==> src/rtl/spi_reg_ctrl.sv <==
// spi_reg_ctrl: byte-level sequencer between spi_slave and an 8-bit register file.
// The first byte of a chip-select frame is a command (bit7 = read, low bits = start address).
// Each following byte is written to, or read from, an auto-incrementing register address.
module spi_reg_ctrl #(
    parameter int unsigned AW     = 7,
    parameter logic [7:0]  STATUS = 8'hA5
) (
    input  logic          clk_i,
    input  logic          rst_i,
    input  logic          cs_n_i,
    input  logic          spi_done_i,
    input  logic [7:0]    spi_rx_data_i,
    output logic [7:0]    spi_tx_data_o,
    output logic          spi_init_o,
    output logic          reg_wr_en_o,
    output logic          reg_rd_en_o,
    output logic [AW-1:0] reg_addr_o,
    output logic [7:0]    reg_wr_data_o,
    input  logic [7:0]    reg_rd_data_i,
    output logic          busy_o
);

    typedef enum logic [1:0] {
        ST_IDLE,
        ST_CMD,
        ST_RD,
        ST_WR
    } state_t;

    state_t        state_q;
    state_t        state_d;

    logic          cs_meta_q;
    logic          cs_s_q;
    logic          arm_q;
    logic          rd_pend_q;
    logic [AW-1:0] addr_q;

    logic          wr_en_d;
    logic          rd_en_d;
    logic          addr_load_d;

    // Two-flop synchroniser for the asynchronous chip select. The flops clear
    // to 0 so that a reset taken mid-frame (cs still low) never sees a
    // spurious high level and re-arms before the frame really ends.
    always_ff @(posedge clk_i) begin
        if (rst_i) begin
            cs_meta_q <= 1'b0;
            cs_s_q    <= 1'b0;
        end else begin
            cs_meta_q <= cs_n_i;
            cs_s_q    <= cs_meta_q;
        end
    end

    // Arm once chip select is seen idle; a frame already in progress at reset is ignored.
    always_ff @(posedge clk_i) begin
        if (rst_i) begin
            arm_q <= 1'b0;
        end else if (cs_s_q) begin
            arm_q <= 1'b1;
        end
    end

    // Frame state register.
    always_ff @(posedge clk_i) begin
        if (rst_i) begin
            state_q <= ST_IDLE;
        end else begin
            state_q <= state_d;
        end
    end

    // Next state and per-byte decisions. A write byte that arrives together
    // with the rising chip select is still committed; a read strobe is not
    // started once the frame is ending.
    always_comb begin
        state_d     = state_q;
        wr_en_d     = 1'b0;
        rd_en_d     = 1'b0;
        addr_load_d = 1'b0;
        case (state_q)
            ST_IDLE: begin
                if (!cs_s_q && arm_q) begin
                    state_d = ST_CMD;
                end
            end
            ST_CMD: begin
                if (spi_done_i && !cs_s_q) begin
                    addr_load_d = 1'b1;
                    if (spi_rx_data_i[7]) begin
                        state_d = ST_RD;
                        rd_en_d = 1'b1;
                    end else begin
                        state_d = ST_WR;
                    end
                end
            end
            ST_RD: begin
                if (spi_done_i && !cs_s_q) begin
                    rd_en_d = 1'b1;
                end
            end
            ST_WR: begin
                if (spi_done_i) begin
                    wr_en_d = 1'b1;
                end
            end
            default: begin
                state_d = ST_IDLE;
            end
        endcase
        if (cs_s_q) begin
            state_d = ST_IDLE;
        end
    end

    // Registered strobes, acknowledge, address counter and MISO byte.
    // The address advances in the cycle after each strobe, so the strobe
    // cycle always presents the address that was current when the byte landed.
    // Read data is captured one cycle after the read strobe.
    always_ff @(posedge clk_i) begin
        if (rst_i) begin
            spi_init_o    <= 1'b0;
            reg_wr_en_o   <= 1'b0;
            reg_rd_en_o   <= 1'b0;
            rd_pend_q     <= 1'b0;
            addr_q        <= '0;
            reg_wr_data_o <= '0;
            spi_tx_data_o <= STATUS;
        end else begin
            spi_init_o  <= spi_done_i;
            reg_wr_en_o <= wr_en_d;
            reg_rd_en_o <= rd_en_d;
            rd_pend_q   <= reg_rd_en_o;
            if (wr_en_d) begin
                reg_wr_data_o <= spi_rx_data_i;
            end
            if (addr_load_d) begin
                addr_q <= spi_rx_data_i[AW-1:0];
            end else if (reg_wr_en_o || reg_rd_en_o) begin
                addr_q <= addr_q + 1'b1;
            end
            if (cs_s_q) begin
                spi_tx_data_o <= STATUS;
            end else if (rd_pend_q) begin
                spi_tx_data_o <= reg_rd_data_i;
            end
        end
    end

    assign reg_addr_o = addr_q;
    assign busy_o     = (state_q != ST_IDLE);

endmodule
==> config.mk <==
export PLATFORM = sky130hd
export DESIGN_NAME = spi_reg_ctrl
export DESIGN_NICKNAME = d
export VERILOG_FILES = /design/src/rtl/spi_reg_ctrl.sv
export SDC_FILE = /design/constraint.sdc
export NUM_CORES = 1
export LEC_CHECK = 0
export CORE_MARGIN = 2
export CORE_UTILIZATION = 45
export CTS_BUF_LIST = sky130_fd_sc_hd__clkbuf_2 sky130_fd_sc_hd__clkbuf_4 sky130_fd_sc_hd__clkbuf_8
export CTS_CLUSTER_DIAMETER = 200
export CTS_CLUSTER_SIZE = 30
export DETAILED_ROUTE_END_ITERATION = 8
export HOLD_SLACK_MARGIN = 0.06
export PLACE_DENSITY = 0.87
export SYNTH_ARGS = -nofsm -noshare
export SYNTH_HDL_FRONTEND = slang
export SYNTH_SLANG_ARGS = --single-unit
==> constraint.sdc <==
create_clock -name clk_i -period 1.8 [get_ports clk_i]
set_input_delay 0.45 -clock clk_i [delete_from_list [all_inputs] [get_ports clk_i]]
set_output_delay 0.45 -clock clk_i [all_outputs]
set_load 0.01 [all_outputs]
== Word level (Yosys, flattened, before mapping) ==
Index checks and enable logic that the tools add are counted.
Storage, ports and cells
  memory bits (read-only): 0
  register bits after elaboration: 32
  word-level logic and storage cells: 40
  output and inout bits: 27
  memories: 0
  bits in latches: 0
  bits in writable memories: 0
Cells by class
  magnitude comparators: 0
  bitwise logic cells: 0
  mux-type cells: 13
  shifts and indexed selects: 0
  div/mod/pow operators: 0
  reduce and logical (&&, ||, !) cells: 10
  add/subtract/negate cells: 1
  equal/unequal tests: 5
  multipliers: 0
Operator list (count)
  7-bit 2-to-1 mux: 2
  7-bit by 1-bit adder with 7-bit output, second input constant: 1
  1-bit 2-to-1 mux: 7
  2-bit nonzero test: 3
  2-bit equality test, second input constant: 2
  2-bit 2-to-1 mux: 2
  2-bit inequality test, second input constant: 2
  2-bit case mux with 2 select lines: 1
  3-bit AND reduction: 1
  2-bit by 1-bit equality test with 1-bit output, second input constant: 1
  1-bit logical AND: 2
  2-bit logical NOT: 1
  1-bit case mux with 2 select lines: 1
  2-bit OR reduction: 1
  1-bit logical NOT: 1
  1-bit logical OR: 1

== Logic depth before layout (Yosys ltp) ==
  depth in word-level cells: 5
  mapped depth: 6
  mapped depth without buffers: 5

== Worst setup path after synthesis ==
OpenSTA, ideal clock, no wires.
  kind: flip-flop to flip-flop
  start: register state_q[1]
  end: register addr_q[6] (netlist: reg_addr_o[6])
  cell stages (with the launch flop): 7
  setup slack: 485 ps
  clock period less this slack: 1315 ps
  path buffers: 1
  arrival time: 1224 ps
  cells stage by stage: dfxtp_1 -> inv_1 -> ha_1 -> nand3b_1 -> buf_2 -> nor2_1 -> a311oi_1
On the way
  word-level cells in the longest chain between the ends: 3
  elaborated cells between the ends (all ways): 4
Ends and longest elaborated chain
  start: declaration: line 30  | state_t state_q;
  start signal: assignment: line 70  | state_q <= state_d;
  2-bit by 1-bit equality test with 1-bit output *: line 82  | case (state_q)
  1-bit 2-to-1 mux *: line 82
  7-bit 2-to-1 mux or 2-bit nonzero test (tied branches)
  end signal: assignment: line 140  | addr_q <= spi_rx_data_i[AW-1:0];
  end signal: assignment: line 142  | addr_q <= addr_q + 1'b1;
  end: declaration: line 37  | logic [AW-1:0] addr_q;
Every way passes the cells marked *; elsewhere a longest branch is shown, timed or not.
A chain may end at the register's enable or synchronous reset.

== Worst setup path after layout ==
  start: register addr_q[1] (netlist: reg_addr_o[1])
  end: output reg_addr_o[1]
RTL lines
  end: declaration: line 17  | output logic [AW-1:0] reg_addr_o,
No word-level cell between the ends.

==> impl_metrics.toml <==
[yosys]
syn_nets = 170
yosysWarnings = 0
syn_inst = 145
ys.flop_type = "dfxtp_1"
yosysUniqueCellTypes = 30
synth-seq-area-share = 0.490
synth.top_cells.by_count = "32 x dfxtp_1, 17 x nand2_1, 14 x nor2_1"
ys_top_cells_by_area = "dfxtp_1 49%, mux2i_1 6.1%, nand2_1 4.9%"
yosysMostFrequentCell = "dfxtp_1"
synth_top_area_cell = "dfxtp_1"
synth_top_area_share = 0.490
synth_edf_count = 0
avgSynthCellArea_um2 = 9.02
ys_seq_elements = 32
async_reset_ff_frac = 0
syn-cell-area_mm2 = 0.00131

[sta]
fin_crit_sh = 0.962
finalHoldViolations = 0
rsz0062_at_grt = "false"
setup_viol = 0
period_needed_ps = 1730
max-slew-margin-rel = 0.697
drv_slew = 0
fmax_ghz = 0.578
worstMarginPinSlew_ps = 454
setup_tns_ps = 0
finClkSkew_ps = 3.52

[clock_tree]
cts_tree = "done"
holdBufCountCts = 0
cts_buffers = 5
path_clk_slew_ps = 100
cts_htree_levels = 2
clk_path_buf_depth = 2
cts_num_sinks = 32
cts_root_buf = "clkbuf_4"
clock_latency_ps = 330

[floorplan]
num_rows = 19
core_area_mm2 = 0.00276
pin_count = 47
die_w_um = 57.9
die_area_mm2 = 0.00335
start_util = 0.474
fp.dieH_um = 57.9

[route]
via_count = 1245
wl_per_cell_um = 14.5
drcViolationCount = 0
wl_um = 3320
drt-initial-drc-count = 22
dr.pass1.iters = 4
vias_per_cell = 5.44
ant_nets = 0

[worst_setup_path]
path_max_fanout = 4
cp_data_arrival_time_ps = 1280
start_kind = "flip-flop"
path_class = "reg -> out"
required_ps = 1350
cpLargestDelayFamily = "buffers and inverters"
max_stage_delay_ps = 550
crit_chain = "clkdlybuf4s50_1"
cp-end-kind = "primary output"
cp_slowest_cell = "clkdlybuf4s50_1"
critPathBufInv = 1

[layout]
diodes = 0
area_growth_pct = 47.1
drive_gt1_frac = 0.116
layout.nets = 222

[global_routing]
first_global_vias = 1254
grt-ovfl-total = 0
grt_usage = 0.214
antenna_found_initial = 0
grt_pass1_wl_um = 5480
grt_max_degree = 21

[pwr]
ir_worst_vdd_mv = 0.661
power_per_cell_area_mw_per_mm2 = 805
power_uw = 1550
power.leakage_uw = 0.000694

[min_path]
min_path_type = "reg -> reg"

[place]
routabilityCongestion = 0.806
numPortBuffers = 46
post-dp-hpwl_um = 2410

[job]
drv_cap = 0

[outcome]
outcome = "finished, final reports clean"
==> final cells by class <==
cell class                 instances  area, um2
clock buffer                       7       65.1
clock inverter                     1       30.0
fill                             224        835
inverter                           4       15.0
multi-input combinational        102        623
sequential                        32        651
tap                               31       38.8
timing repair buffer              52        500
==> timing repair <==
action,4_1_cts,5_1_grt
gates resized for setup,4,6
setup endpoints to repair,3,4
setup buffers,0,1
==> state kept, by name, summed over array words and instances (netlist names) <==
name and cells:
arm_q 1, cs_meta_q 1, reg_wr_en_o 1, rd_pend_q 1, reg_addr_o 7, cs_s_q 1, reg_rd_en_o 1, spi_init_o 1
spi_tx_data_o 8, state_q 2, reg_wr_data_o 8
==> per-stage QoR <==
stage	hold WS, ps	utilization	instance area, um2	std cells	worst slack (ps)
floorplan	414	-	1310	145	485
global placement	439	0.658	1820	220	123
detailed placement	431	0.658	1820	220	59.5
CTS	457	0.694	1910	228	2.23
global route	476	0.697	1920	229	5.58
finish	452	0.697	1920	229	68.7
==> final timing paths <==
check	startpoint	endpoint	slack [ps]	cells after the start
worst max-delay path	reg_addr_o[1]	reg_addr_o[1]	70	1
worst min register to register	cs_meta_q	cs_s_q	450	1
worst min-delay path	cs_meta_q	cs_s_q	450	1
worst max register to register	state_q[1]	state_q[0]	300	5
==> cell families after synthesis <==
group	after synthesis	share of synthesized area
compound gates	27	0.128
xor+xnor	2	0.0134
buf+inv	11	0.0335
mux	9	0.0699
simple gates	59	0.217
fa+ha+maj	5	0.0478
flops	32	0.490
==> routing by layer <==
metal  vias up  wire length, um  GRT usage
li1        606                -          -
met1       581             1340      0.228
met2        50             1650      0.381
met3         8              255     0.0893
met4         0               67     0.0664
met5         -                0          0
==> cells in the final DEF (no fill, tap or decap), types with 2 or more instances in the layout <==
cell type and n:
a211oi_1 2, a21oi_1 11, a311oi_1 4, buf_4 6, clkbuf_4 5, clkbuf_8 2
clkdlybuf4s50_1 45, dfxtp_1 26, dfxtp_2 5, ha_1 5, inv_1 4, mux2i_1 8
nand2_1 17, nand2b_1 2, nand3_1 11, nor2_1 14, nor2b_1 3, o21ai_0 7
or3_1 4, xor2_1 2
==> report_power, final <==
part | internal [uW] | total (uW) | switching, uW
clock | 369 | 619 | 250
combinational | 99.9 | 183 | 83.5
sequential | 727 | 745 | 17.9
total | 1200 | 1550 | 352
(Power assumes the default switching activity.)
